==> src/rtl/rf_wb_arbiter_if.sv <==
// Bus bundle between the two write-back producers, the arbiter and the register-file write port.
// The master side is the producer/consumer environment; the slave side is the arbiter.
interface rf_wb_arbiter_if #(
    parameter int NREG   = 16,
    parameter int DATA_W = 8
);
    localparam int AW = $clog2(NREG);

    logic              req0_valid;
    logic [AW-1:0]     req0_addr;
    logic [DATA_W-1:0] req0_data;
    logic              req0_ready;

    logic              req1_valid;
    logic [AW-1:0]     req1_addr;
    logic [DATA_W-1:0] req1_data;
    logic              req1_ready;

    logic              rf_write_en;
    logic [AW-1:0]     rf_wr_addr;
    logic [DATA_W-1:0] rf_val_in;
    logic [NREG-1:0]   pending;
    logic              idle;

    modport master (
        output req0_valid, req0_addr, req0_data,
        input  req0_ready,
        output req1_valid, req1_addr, req1_data,
        input  req1_ready,
        input  rf_write_en, rf_wr_addr, rf_val_in, pending, idle
    );

    modport slave (
        input  req0_valid, req0_addr, req0_data,
        output req0_ready,
        input  req1_valid, req1_addr, req1_data,
        output req1_ready,
        output rf_write_en, rf_wr_addr, rf_val_in, pending, idle
    );
endinterface

==> src/rtl/rf_wb_arbiter.sv <==
// Round-robin write-back arbiter: two per-requester FIFOs share one registered register-file
// write port, with a pending-write scoreboard so decode can stall on in-flight destinations.
module rf_wb_arbiter #(
    parameter int DEPTH  = 2,
    parameter int NREG   = 16,
    parameter int DATA_W = 8
) (
    input  logic           clk,
    input  logic           reset,
    rf_wb_arbiter_if.slave bus
);
    localparam int AW = $clog2(NREG);
    localparam int PW = $clog2(DEPTH);
    localparam int CW = PW + 1;
    localparam logic [CW-1:0] FULL_CNT = CW'(DEPTH);

    logic [DEPTH-1:0][AW-1:0]     addr_mem [2];
    logic [DEPTH-1:0][DATA_W-1:0] data_mem [2];
    logic [1:0][PW-1:0]           wr_ptr;
    logic [1:0][PW-1:0]           rd_ptr;
    logic [1:0][CW-1:0]           count;
    logic                         last_grant;

    logic [1:0]                   req_valid;
    logic [1:0][AW-1:0]           req_addr;
    logic [1:0][DATA_W-1:0]       req_data;
    logic [1:0]                   push;
    logic [1:0]                   grant;
    logic [1:0]                   full;
    logic [1:0]                   not_empty;

    logic                         rf_write_en_q;
    logic [AW-1:0]                rf_wr_addr_q;
    logic [DATA_W-1:0]            rf_val_in_q;
    logic [NREG-1:0]              pending_c;
    logic [PW-1:0]                occ_off;

    assign req_valid = {bus.req1_valid, bus.req0_valid};
    assign req_addr  = {bus.req1_addr,  bus.req0_addr};
    assign req_data  = {bus.req1_data,  bus.req0_data};

    // Ready comes from the registered count only, so a popping full FIFO still refuses a push.
    always_comb begin
        full      = '0;
        not_empty = '0;
        push      = '0;
        grant     = '0;
        for (int i = 0; i < 2; i++) begin
            full[i]      = (count[i] == FULL_CNT);
            not_empty[i] = (count[i] != '0);
            push[i]      = req_valid[i] && !full[i];
        end
        grant[0] = not_empty[0] && (!not_empty[1] || last_grant);
        grant[1] = not_empty[1] && (!not_empty[0] || !last_grant);
    end

    always_ff @(posedge clk) begin
        for (int i = 0; i < 2; i++) begin
            if (push[i]) begin
                addr_mem[i][wr_ptr[i]] <= req_addr[i];
                data_mem[i][wr_ptr[i]] <= req_data[i];
            end
        end
    end

    always_ff @(posedge clk) begin
        if (reset) begin
            wr_ptr        <= '0;
            rd_ptr        <= '0;
            count         <= '0;
            last_grant    <= 1'b1;
            rf_write_en_q <= 1'b0;
            rf_wr_addr_q  <= '0;
            rf_val_in_q   <= '0;
        end else begin
            for (int i = 0; i < 2; i++) begin
                if (push[i])
                    wr_ptr[i] <= wr_ptr[i] + 1'b1;
                if (grant[i])
                    rd_ptr[i] <= rd_ptr[i] + 1'b1;
                if (push[i] && !grant[i])
                    count[i] <= count[i] + 1'b1;
                else if (!push[i] && grant[i])
                    count[i] <= count[i] - 1'b1;
            end
            rf_write_en_q <= |grant;
            if (grant[1]) begin
                rf_wr_addr_q <= addr_mem[1][rd_ptr[1]];
                rf_val_in_q  <= data_mem[1][rd_ptr[1]];
                last_grant   <= 1'b1;
            end else if (grant[0]) begin
                rf_wr_addr_q <= addr_mem[0][rd_ptr[0]];
                rf_val_in_q  <= data_mem[0][rd_ptr[0]];
                last_grant   <= 1'b0;
            end
        end
    end

    // A slot is occupied when its distance from the read pointer is below the count.
    always_comb begin
        pending_c = '0;
        occ_off   = '0;
        for (int i = 0; i < 2; i++) begin
            for (int k = 0; k < DEPTH; k++) begin
                occ_off = PW'(k) - rd_ptr[i];
                if ({1'b0, occ_off} < count[i])
                    pending_c[addr_mem[i][k]] = 1'b1;
            end
        end
        if (rf_write_en_q)
            pending_c[rf_wr_addr_q] = 1'b1;
    end

    assign bus.req0_ready  = !full[0];
    assign bus.req1_ready  = !full[1];
    assign bus.rf_write_en = rf_write_en_q;
    assign bus.rf_wr_addr  = rf_wr_addr_q;
    assign bus.rf_val_in   = rf_val_in_q;
    assign bus.pending     = pending_c;
    assign bus.idle        = (count[0] == '0) && (count[1] == '0) && !rf_write_en_q;
endmodule

==> src/flat_wrapper.sv <==
// flat-port wrapper written by rule: the top's interface ports become plain ports
module rf_wb_arbiter_flat 
#(
    parameter int DEPTH  = 2,
    parameter int NREG   = 16,
    parameter int DATA_W = 8
)
  (clk, reset, bus_req0_valid, bus_req0_addr, bus_req0_data, bus_req0_ready, bus_req1_valid, bus_req1_addr, bus_req1_data, bus_req1_ready, bus_rf_write_en, bus_rf_wr_addr, bus_rf_val_in, bus_pending, bus_idle);
  rf_wb_arbiter_if #(.NREG(NREG), .DATA_W(DATA_W)) bus_i ();
  input  logic clk;
  input  logic reset;
  input wire logic [$bits(bus_i.req0_valid)-1:0] bus_req0_valid;
  input wire logic [$bits(bus_i.req0_addr)-1:0] bus_req0_addr;
  input wire logic [$bits(bus_i.req0_data)-1:0] bus_req0_data;
  output wire logic [$bits(bus_i.req0_ready)-1:0] bus_req0_ready;
  input wire logic [$bits(bus_i.req1_valid)-1:0] bus_req1_valid;
  input wire logic [$bits(bus_i.req1_addr)-1:0] bus_req1_addr;
  input wire logic [$bits(bus_i.req1_data)-1:0] bus_req1_data;
  output wire logic [$bits(bus_i.req1_ready)-1:0] bus_req1_ready;
  output wire logic [$bits(bus_i.rf_write_en)-1:0] bus_rf_write_en;
  output wire logic [$bits(bus_i.rf_wr_addr)-1:0] bus_rf_wr_addr;
  output wire logic [$bits(bus_i.rf_val_in)-1:0] bus_rf_val_in;
  output wire logic [$bits(bus_i.pending)-1:0] bus_pending;
  output wire logic [$bits(bus_i.idle)-1:0] bus_idle;
  assign bus_i.req0_valid = bus_req0_valid;
  assign bus_i.req0_addr = bus_req0_addr;
  assign bus_i.req0_data = bus_req0_data;
  assign bus_req0_ready = bus_i.req0_ready;
  assign bus_i.req1_valid = bus_req1_valid;
  assign bus_i.req1_addr = bus_req1_addr;
  assign bus_i.req1_data = bus_req1_data;
  assign bus_req1_ready = bus_i.req1_ready;
  assign bus_rf_write_en = bus_i.rf_write_en;
  assign bus_rf_wr_addr = bus_i.rf_wr_addr;
  assign bus_rf_val_in = bus_i.rf_val_in;
  assign bus_pending = bus_i.pending;
  assign bus_idle = bus_i.idle;
  rf_wb_arbiter #(.DEPTH(DEPTH), .NREG(NREG), .DATA_W(DATA_W)) u_core (.clk(clk), .reset(reset), .bus(bus_i));
endmodule
==> config.mk <==
export PLATFORM = sky130hd
export DESIGN_NAME = rf_wb_arbiter_flat
export DESIGN_NICKNAME = d
export VERILOG_FILES = /design/src/rtl/rf_wb_arbiter_if.sv /design/src/rtl/rf_wb_arbiter.sv /design/src/flat_wrapper.sv
export SDC_FILE = /design/constraint.sdc
export NUM_CORES = 1
export LEC_CHECK = 0
export ABC_AREA = 1
export BUFFER_PORTS_ARGS = -buffer_cell sky130_fd_sc_hd__buf_2
export CAP_MARGIN = 20
export CORE_UTILIZATION = 53
export CTS_CLUSTER_DIAMETER = 120
export CTS_CLUSTER_SIZE = 8
export DETAILED_ROUTE_END_ITERATION = 6
export PLACE_DENSITY_LB_ADDON = 0.05
export SLEW_MARGIN = 30
export SYNTH_ARGS = -nofsm -noshare
export SYNTH_HDL_FRONTEND = slang
export SYNTH_SLANG_ARGS = --single-unit
==> constraint.sdc <==
create_clock -name clk -period 1.7 [get_ports clk]
set_input_delay 0.255 -clock clk [delete_from_list [all_inputs] [get_ports clk]]
set_output_delay 0.255 -clock clk [all_outputs]
set_load 0.1 [all_outputs]
# == Yosys cells after proc, flatten, opt, wreduce, memory -nomap -nowiden ==
# Memories as Yosys holds them, arrays and structs flattened.
# Index checks and enable logic that the tools add are counted.
# word_totals
regBits,22
mem_bits_rw,48
inputBits,28
output_inout_bits,32
mem_count,2
# mem_list
memory,depth,width,rd,rd_ports_with_merged_regs,write_ports,line,source
u_core.data_mem,2,16,2,0,2,rf_wb_arbiter.sv:18,logic [DEPTH-1:0][DATA_W-1:0] data_mem [2];
u_core.addr_mem,2,8,2,0,2,rf_wb_arbiter.sv:17,logic [DEPTH-1:0][AW-1:0] addr_mem [2];
# classes
n_addsub,12
magnitude_cmp,20
n_eq_ne,2
n_mux,45
bitwise,4
reduce_logical,38
# op_table
operator,n
$mux 16,7
$mux 8,10
$or 16x16->16,4
$mux 4,8
$lt 4x5->1 const B,5
$demux 1 s4,5
$ge 4x1->1 const B,5
$logic_and 1x1->1,17
$demux 8 s1,2
$logic_not 1->1,10
$reduce_bool 2->1,5
$demux 4 s1,2
$lt 1x2->1,4
$lt 1x2->1 const B,4
$mux 2,4
$mux 1,7
$add 1x1->1 const B,4
$add 2x1->2 const B,2
$eq 2x2->1 const B,2
$logic_not 2->1,2
$reduce_or 2->1,2
$sub 1x1->1 const A,4
$sub 2x1->2 const B,2
$ge 1x1->1 const B,2
$logic_or 1x1->1,2

# == Depth between registers and ports, before layout ==
# Gate-level depths: netlist (run 1).
# logic_depth
ltp_word,13
depth_mapped,11
mapped_depth_nobuf,10

# == Worst setup path before layout (run 1) ==
# Ideal clock, no wire load.
# synth_timing
path_kind,reg-to-output
start,register u_core.rf_write_en_q (netlist: u_core.bus.rf_write_en)
end,output port bus_pending[15]
t_arrival_ns,2.397
setup_slack_ns,-0.952
stages_incl_launch_ff,7
path_buffers,1
path_cell_list,dfxtp_1 -> clkbuf_1 -> inv_1 -> nor2_1 -> nand2_1 -> o21a_1 -> nand3b_1
# synth_via
elab_chain_len,1
# synth_rtl
item,line,source
from (decl),rf_wb_arbiter.sv:32,logic rf_write_en_q;
from (signal assigned),rf_wb_arbiter.sv:86,rf_write_en_q <= |grant;
$mux 16,rf_wb_arbiter.sv:110,if (rf_write_en_q)
to (decl),flat_wrapper.sv:23,output wire logic [$bits(bus_i.pending)-1:0] bus_pending;
# Every way passes these cells.

==> results.cfg, run 1 <==
[synth]
synth_simple_gate_area_share_pct = 33.3
synth-compound-area-share_pct = 6.93
synth-xor-area-share_pct = 0
synthesis.nets = 530
synthAdderAreaFrac_pct = 0.673
synth_top_family_by_area = simple AND/OR/NAND/NOR gates
yosys-top-cells-area = edfxtp_1, nand2_1, dfxtp_1
ys.flop_type = edfxtp_1
syn_inst = 500
syn-cell-area_um2 = 3720
synth_top_area_share_pct = 38.7
yosys_warnings = 0
async_flop_share_pct = 0
syn_avg_cell_area_um2 = 7.44
synth_cell_types = 25
ys_ff_latch = 70
synthMuxAreaShare_pct = 0
synth_edf_count = 48
synth_top_area_cell = edfxtp_1
ys_seq_area_share_pct = 50.6

[clocking]
hold_buffers = 0
clk_latency_ns = 0.34
path_clk_slew_ns = 0.07
h-tree-depth = 3
cts_tree = yes
clock-root-buffer = clkbuf_8
clockBufferDepth = 2
cts_buffers = 9
clock_sinks = 70

[die]
die_w_um = 85.8
placementRows = 30
initial_core_util_pct = 54.8
dieArea_um2 = 7360
core-area_um2 = 6790
die_y_um = 85.8
boundaryPins = 60

[layout]
postLayoutCellArea_um2 = 5380
fill_cells = 486
ff_latch_area_um2 = 1920
drive_gt1_share_pct = 39.9
multi_input_area_um2 = 1870
layout_commonest_cell = nand2_1
area_growth_pct = 44.5
final_cell_mix = nand2_1, inv_1, edfxtp_1, nor2_1
diodes = 0
final_cells = 712
nets = 641
final_core_util_pct = 79.1

[status]
outcome = complete, but fails checks
violations = setup timing

[sta]
holdWs_ns = 0.102
final_hold_viol_count = 0
tightest_slew_ns = 0.496
maxSlewHeadroom_pct = 67.1
period_share_pct = 114
fin_crit_ns = 1.94
rsz0062_at_grt = yes
setup_violations = 17
layout_setup_ws_ns = -0.244
fin_skew_ns = 0.00648
fmax_mhz = 514
slew_viol_final = 0

[place]
dp.cells = 673
portBuffers = 59
gp_congestion = 0.953
dpl_cell_area_um2 = 4640
dp_hpwl_um = 7670

[power_and_ir_drop]
p_leak_nw = 2.43
p_per_area_nw_per_um2 = 1940
vdd_drop_max_v = 0.00176
total_power_w = 0.0104

[critical_path]
regToRegSetupSlack_ns = 0.05
required_ns = 1.44
endpoint_kind = primary output
cp.arrival_ns = 1.69
critPathKind = reg2out
cp_max_fo = 4
cp-start-kind = register

[routing]
drt_first_pass_iters = 5
post_drt_wl_per_cell_um = 15.3
vias = 3837
routed_wl_um = 10900
drc = 0
vias_per_cell = 5.39
drtIter0Drc = 199
ant_nets = 0

[min_path]
worstHoldPathType = in2reg

[flow_run]
maxCapViolCount = 0

[global_route]
track_usage_pct = 30.0
grt_overflow = 0
grt_pass1_vias = 3677
grt_pass1_wl_um = 16600
grt_max_degree = 16
antenna_found_initial = 0
==> cells by family after synthesis <==
family | count (synthesis)
adder cells (fa/ha/maj) | 2
AND/OR/NAND/NOR | 298
flip-flops | 70
AO/OA/AOI/OAI | 49
buffers and inverters | 81
==> timing repair <==
| item | CTS | global route |
|---|---|---|
| pin swaps | 24 | 22 |
| setup endpoints to repair | 19 | 22 |
| resized for setup | 87 | 50 |
| buffers inserted | 12 | 12 |
==> state kept, by name (all words and copies together), names as in the netlist <==
register / cells
u_core.wr_ptr: 2
u_core.bus.rf_val_in: 8
u_core.count: 4
u_core.addr_mem: 16
u_core.bus.rf_wr_addr: 4
u_core.last_grant: 1
u_core.rd_ptr: 2
u_core.bus.rf_write_en: 1
u_core.data_mem: 32
==> per-layer routing <==
metal	track usage [%]	part of all wire, %	vias to the layer above
met4	20.6	5.1	0
met5	0	0	-
met1	33.1	39	1783
met3	3.75	4.8	47
li1	-	-	1829
met2	54.0	51	178
==> critical path, stage by stage, from the launching register on <==
cell	delay, ns
edfxtp_1	0.45
buf_6	0.16
nor2_1	0.09
nand2_1	0.07
inv_2	0.10
nand2_1	0.08
o21ai_1	0.09
inv_1	0.06
nand2_2	0.08
buf_12	0.17
==> layout make-up <==
cell class	count	share of cell area (%)
Timing Repair Buffer	110	18.1
Sequential cell	70	35.7
Multi-Input combinational cell	349	34.7
Clock inverter	6	1.58
Inverter	71	5.28
Clock buffer	10	2.37
Tap cell	96	2.23
==> power by group <==
| group | switching [W] | internal, W |
|---|---|---|
| sequential | 0.000398 | 0.00228 |
| combinational | 0.00437 | 0.00195 |
| clock | 0.000597 | 0.000824 |
| total | 0.00537 | 0.00505 |
==> Yosys cell counts, types with 2 or more instances <==
master    instances
a21oi_1          11
a31oi_1           2
buf_2             5
clkbuf_1          3
dfxtp_1          22
edfxtp_1         48
ha_1              2
inv_1            71
nand2_1         158
nand2_2           2
nand3_1          46
nand3b_1          4
nand4_1           6
nor2_1           77
nor2_4            2
o21ai_0          30
o22ai_1           3
==> path summary, 6_finish.rpt <==
| kind | startpoint | depth (start not counted) | end |
|---|---|---|---|
| setup reg to reg | u_core.count[2] | 10 | u_core.count[3] |
| hold / removal | bus_req0_data[3] | 1 | u_core.data_mem[0][11] |
| hold reg to reg | u_core.bus.rf_val_in[3] | 2 | u_core.bus.rf_val_in[3] |
| setup / recovery | u_core.addr_mem[0][4] | 9 | bus_pending[8] |
==> through the flow <==
step | setup slack [ns] | TNS [ns]
finish | -0.244 | -3.21
CTS | -0.199 | -2.73
global placement | -0.0384 | -0.0696
floorplan | -0.346 | -1.74
detailed placement | -0.0276 | -0.0508
global route | -0.302 | -4.53
(Power assumes the default switching activity.)
==> run 2, diff against run 1 <==
- clock period: 1.7 -> 1.8 ns (I/O delays scaled with it)
==> run 2 against run 1 <==
  * Largest power group unchanged
  * Critical endpoint is now bus_pending[0]
  * The flow still finishes with violations (setup timing)
  * Register-to-register slack better by 0.11 ns
  * Highest routed layer unchanged
  * Non-clock buffer count decreased by 22
  * Via count fell by 4.9%
==> results.cfg, run 2 (synthesis results as in run 1) <==
[layout]
multi_input_area_um2 = 1840
area_growth_pct = 39.0
layout_commonest_cell = nand2_1
diodes = 0
ff_latch_area_um2 = 1920
final_cell_mix = nand2_1, inv_1, edfxtp_1, nor2_1, nand3_1
fill_cells = 472
drive_gt1_share_pct = 35.6
nets = 620
largest_reg_flops = 32

[power_and_ir_drop]
p_leak_nw = 2.32
p_int_w = 0.00455
p_per_area_nw_per_um2 = 1850
sequentialPowerShare_pct = 26.4
total_power_w = 0.00958
power_frac_comb_pct = 59.2
vdd_drop_max_v = 0.00185
switchingPower_w = 0.00502
swShare_pct = 52.5
p_clk_share_pct = 14.4

[sta]
fin_skew_ns = 0.00872
rsz0062_at_grt = yes
fin_crit_ns = 1.98
setup_violations = 16
maxSlewHeadroom_pct = 66.9
layout_setup_ws_ns = -0.178
final_hold_viol_count = 0
slew_viol_final = 0
tightest_slew_ns = 0.500
period_share_pct = 110
fmax_mhz = 506

[routing]
routed_wl_um = 10800
post_drt_wl_per_cell_um = 15.6
vias_per_cell = 5.28
ant_nets = 0
drtIter0Drc = 241
drt_first_pass_iters = 5
drc = 0
vias = 3650

[critical_path]
cp-start-kind = register
cp.arrival_ns = 1.71
endpoint_kind = primary output
required_ns = 1.53
regToRegSetupSlack_ns = 0.16
r2r-end = u_core.count[1]
r2r_cells = 8
cp_max_fo = 5
r2r-start = u_core.count[1]
crit_path_start = u_core.addr_mem[0][3]
endpoint = bus_pending[0]
critPathKind = reg2out

[die]
core-area_um2 = 6790
initial_core_util_pct = 54.8
dieArea_um2 = 7360
die_w_um = 85.8
boundaryPins = 60
placementRows = 30
die_y_um = 85.8

[place]
post-place-ws_ns = -0.0290
gp_congestion = 0.915
portBuffers = 59
dp_hpwl_um = 7850

[global_route]
antenna_found_initial = 0
grt_overflow = 0
track_usage_pct = 30.6
grt_pass1_wl_um = 16800
grt_pass1_vias = 3476
grt_max_degree = 16

[status]
outcome = complete, but fails checks
violations = setup timing

[clocking]
path_clk_slew_ns = 0.08
clockBufferDepth = 2
clock_sinks = 70
h-tree-depth = 3
cts_tree = yes
clk_latency_ns = 0.35
clock-root-buffer = clkbuf_8
cts_buffers = 9

[min_path]
worstHoldPathType = in2reg

[flow_run]
maxCapViolCount = 0
-- run 2: changes by cell type in the layout (fill, tap and decap cells not counted), moves of 5 or more --
cell	before	now
buf_4	41	21
nand2_1	122	129
nand3_1	38	43
nand3_2	8	3
o21ai_0	17	24
o21ai_1	8	3
-- run 2: final cells by class --
cell class | instances | share of cell area (%)
flip-flops and latches | 70 | 37.1
multi-input cells | 350 | 35.6
repair buffers | 88 | 15.4
inverters | 71 | 5.30
clock buffers | 9 | 2.40
well taps | 96 | 2.32
clock inverters | 7 | 1.86
-- run 2: critical path: stages (launching register included) --
cell      delay [ns]
edfxtp_1        0.51
nor2_4          0.23
nand2_1         0.07
nor2_1          0.15
a21oi_2         0.06
nand3b_1        0.13
buf_12          0.19
-- run 2: worst min-delay path by stage --
stage | startpoint | end | slack (ns) | cells past startpoint
floorplan | reset | u_core.rd_ptr[1] | 0.34 | 1
global placement | u_core.bus.rf_val_in[5] | u_core.bus.rf_val_in[5] | 0.44 | 2
detailed placement | u_core.bus.rf_val_in[3] | u_core.bus.rf_val_in[3] | 0.43 | 2
CTS | bus_req0_data[2] | u_core.data_mem[0][10] | 0.11 | 1
global route | bus_req0_data[2] | u_core.data_mem[0][10] | 0.10 | 1
finish | bus_req1_data[6] | u_core.data_mem[0][30] | 0.10 | 1
-- run 2: stage by stage --
stage | cell area (um2) | TNS [ns] | util [%] | std cells | hold slack, ns
6_report | 5170 | -2.22 | 76.1 | 691 | 0.104
5_1_grt | 5170 | -3.40 | 76.1 | 691 | 0.100
4_1_cts | 5020 | -1.65 | 73.9 | 685 | 0.105
3_5_place_dp | 4550 | -0.0290 | 67.0 | 662 | 0.435
3_3_place_gp | 4550 | 0 | 67.0 | 662 | 0.436
2_1_floorplan | 3820 | -1.06 | - | 500 | 0.339
-- run 2: per-layer routing --
layer | global-route usage (%) | share of wire, % | up-vias
met5 | 0 | 0 | -
li1 | - | - | 1795
met1 | 36.0 | 39 | 1685
met2 | 55.2 | 53 | 148
met4 | 13.8 | 2.7 | 0
met3 | 4.52 | 5.3 | 22
-- run 2: power by group through the flow --
stage / clock network (W) / logic, W / registers [W]
after global routing: 0.00144 / 0.00600 / 0.00256
after CTS: 0.00138 / 0.00550 / 0.00251
after global placement: 0 / 0.00511 / 0.00246
after floorplan: 0 / 0.00293 / 0.00322
after detailed placement: 0 / 0.00521 / 0.00247
final: 0.00138 / 0.00567 / 0.00253
-- run 2: what timing repair did --
item / CTS / global route
buffers inserted: 6 / 6
hold endpoints to repair: 0 / 0
setup endpoints to repair: 17 / 17
hold buffers: 0 / 0
pin swaps: 10 / 14
gates resized for setup: 71 / 33
gates cloned: 1 / 0
==> run 3, diff against run 2 <==
- clock period: 1.8 -> 2.03 ns (I/O delays scaled with it)
==> run 3 against run 2 <==
  * The run now ends clean
  * Utilization decreased by 3.9 points
  * Critical endpoint is now bus_pending[1]
  * Critical path depth increased by 2
  * Worst setup slack improved by 0.21 ns
  * Final cell count decreased by 1.4%
  * Sequential power decreased by 13%
  * Flip-flop and latch count unchanged
  * Non-clock buffer count decreased by 8
  * Via count decreased by 3.1%
  * Routed wire length decreased by 8.9%
  * Sequential share of layout area increased by 1.9 points
  * First-iteration DRC count decreased by 24%
  * Power decreased by 15%
==> results.cfg, run 3 (synthesis results as in run 1) <==
[clocking]
clk_latency_ns = 0.34
hold_buffers = 0
clockBufferDepth = 2
clock-root-buffer = clkbuf_8
path_clk_slew_ns = 0.08
clock_sinks = 70
h-tree-depth = 3
cts_tree = yes
cts_buffers = 9

[layout]
area_growth_pct = 31.8
diodes = 0
layout_commonest_cell = nand2_1
nets = 611
postLayoutCellArea_um2 = 4900
largest_reg_flops = 32
drive_gt1_share_pct = 28.5
final_cell_mix = nand2_1, inv_1, nor2_1, edfxtp_1, nand3_1
fill_cells = 533

[routing]
drtIter0Drc = 183
drt_first_pass_iters = 5
vias = 3538
ant_nets = 0
post_drt_wl_per_cell_um = 14.5
vias_per_cell = 5.20
drc = 0
routed_wl_um = 9840

[place]
dp_hpwl_um = 7490
portBuffers = 59
gp_congestion = 0.948
dpl_cell_area_um2 = 4490

[sta]
rsz0062_at_grt = yes
holdWs_ns = 0.149
maxSlewHeadroom_pct = 66.6
fmax_mhz = 500
fin_skew_ns = 0.00891
setup_violations = 0
tightest_slew_ns = 0.505
period_share_pct = 98.5
final_hold_viol_count = 0
slew_viol_final = 0
fin_crit_ns = 2.00

[power_and_ir_drop]
p_leak_nw = 2.24
switchingPower_w = 0.00422
power_frac_comb_pct = 57.9
swShare_pct = 52.1
p_clk_share_pct = 14.8
vdd_drop_max_v = 0.00157
p_int_w = 0.00387
sequentialPowerShare_pct = 27.3
p_per_area_nw_per_um2 = 1650

[die]
boundaryPins = 60
placementRows = 30
dieArea_um2 = 7360
core-area_um2 = 6790
die_w_um = 85.8
die_y_um = 85.8
initial_core_util_pct = 54.8

[global_route]
antenna_found_initial = 0
grt_pass1_wl_um = 15500
track_usage_pct = 28.4
grt_max_degree = 16
grt_overflow = 0
grt_pass1_vias = 3351

[flow_run]
maxCapViolCount = 0

[critical_path]
cp.arrival_ns = 1.69
cp_max_fo = 8
cp-start-kind = register
critPathKind = reg2out
required_ns = 1.73
endpoint_kind = primary output

[status]
outcome = finished clean

[min_path]
worstHoldPathType = in2reg
-- run 3: cell types whose count changed in the layout (fill, tap and decap cells not counted), sizes merged --
cell / previous run / this run
clkinvlp: 2 / 1
nand2: 162 / 161
clkbuf: 9 / 10
inv: 72 / 71
buf: 88 / 80
-- run 3: layout make-up --
type / instances / area [um2] / area share [%]
sequential: 70 / 1910 / 39.0
multi-input combinational: 349 / 1680 / 34.2
timing repair buffer: 80 / 708 / 14.4
inverter: 71 / 269 / 5.49
clock buffer: 10 / 128 / 2.60
tap: 96 / 120 / 2.45
clock inverter: 5 / 85.1 / 1.74
-- run 3: metal layers --
metal,GRT usage [%],wire [um],vias up
li1,-,-,1762
met1,33.1,4010,1608
met3,6.35,489,30
met4,15.5,360,0
met2,48.8,4980,138
met5,0,0,-
-- run 3: worst max-delay path: stages (launching register included) --
cell	delay (ns)
dfxtp_4	0.37
inv_1	0.08
a21oi_1	0.07
buf_4	0.17
buf_4	0.14
o21ai_2	0.19
nor2_1	0.06
nand2_1	0.11
buf_12	0.18
-- run 3: power by group through the flow --
stage | clock, W | combinational (W) | sequential (W)
2_1_floorplan | 0 | 0.00255 | 0.00285
3_5_place_dp | 0 | 0.00445 | 0.00220
5_1_grt | 0.00127 | 0.00500 | 0.00224
3_3_place_gp | 0 | 0.00441 | 0.00218
4_1_cts | 0.00122 | 0.00451 | 0.00218
6_report | 0.00120 | 0.00469 | 0.00221
-- run 3: through the flow --
step | util [%] | power, W | worst slack, ns | setup TNS [ns] | instances
after floorplan | - | 0.00540 | -0.0653 | -0.0825 | 500
after global placement | 66.1 | 0.00659 | 0.231 | 0 | 659
after detailed placement | 66.1 | 0.00665 | 0.229 | 0 | 659
after CTS | 69.6 | 0.00791 | -0.0480 | -0.0480 | 674
after global routing | 72.2 | 0.00852 | -0.0665 | -0.311 | 681
final | 72.2 | 0.00809 | 0.0315 | 0 | 681
-- run 3: what timing repair did --
| action | 4_1_cts | 5_1_grt |
|---|---|---|
| gates resized for setup | 14 | 50 |
| pin swaps | 0 | 9 |
| setup buffers | 0 | 7 |
| setup endpoints to repair | 17 | 16 |
-- run 3: path summary, 6_finish.rpt --
check                          startpoint                       to  slack, ns  cells past startpoint
hold reg to reg   u_core.bus.rf_val_in[2]  u_core.bus.rf_val_in[2]       0.46                      2
setup / recovery         u_core.rd_ptr[0]           bus_pending[1]       0.03                      8
hold / removal           bus_req0_data[5]   u_core.data_mem[0][13]       0.15                      1
setup reg to reg          u_core.count[1]          u_core.count[3]       0.36                      9
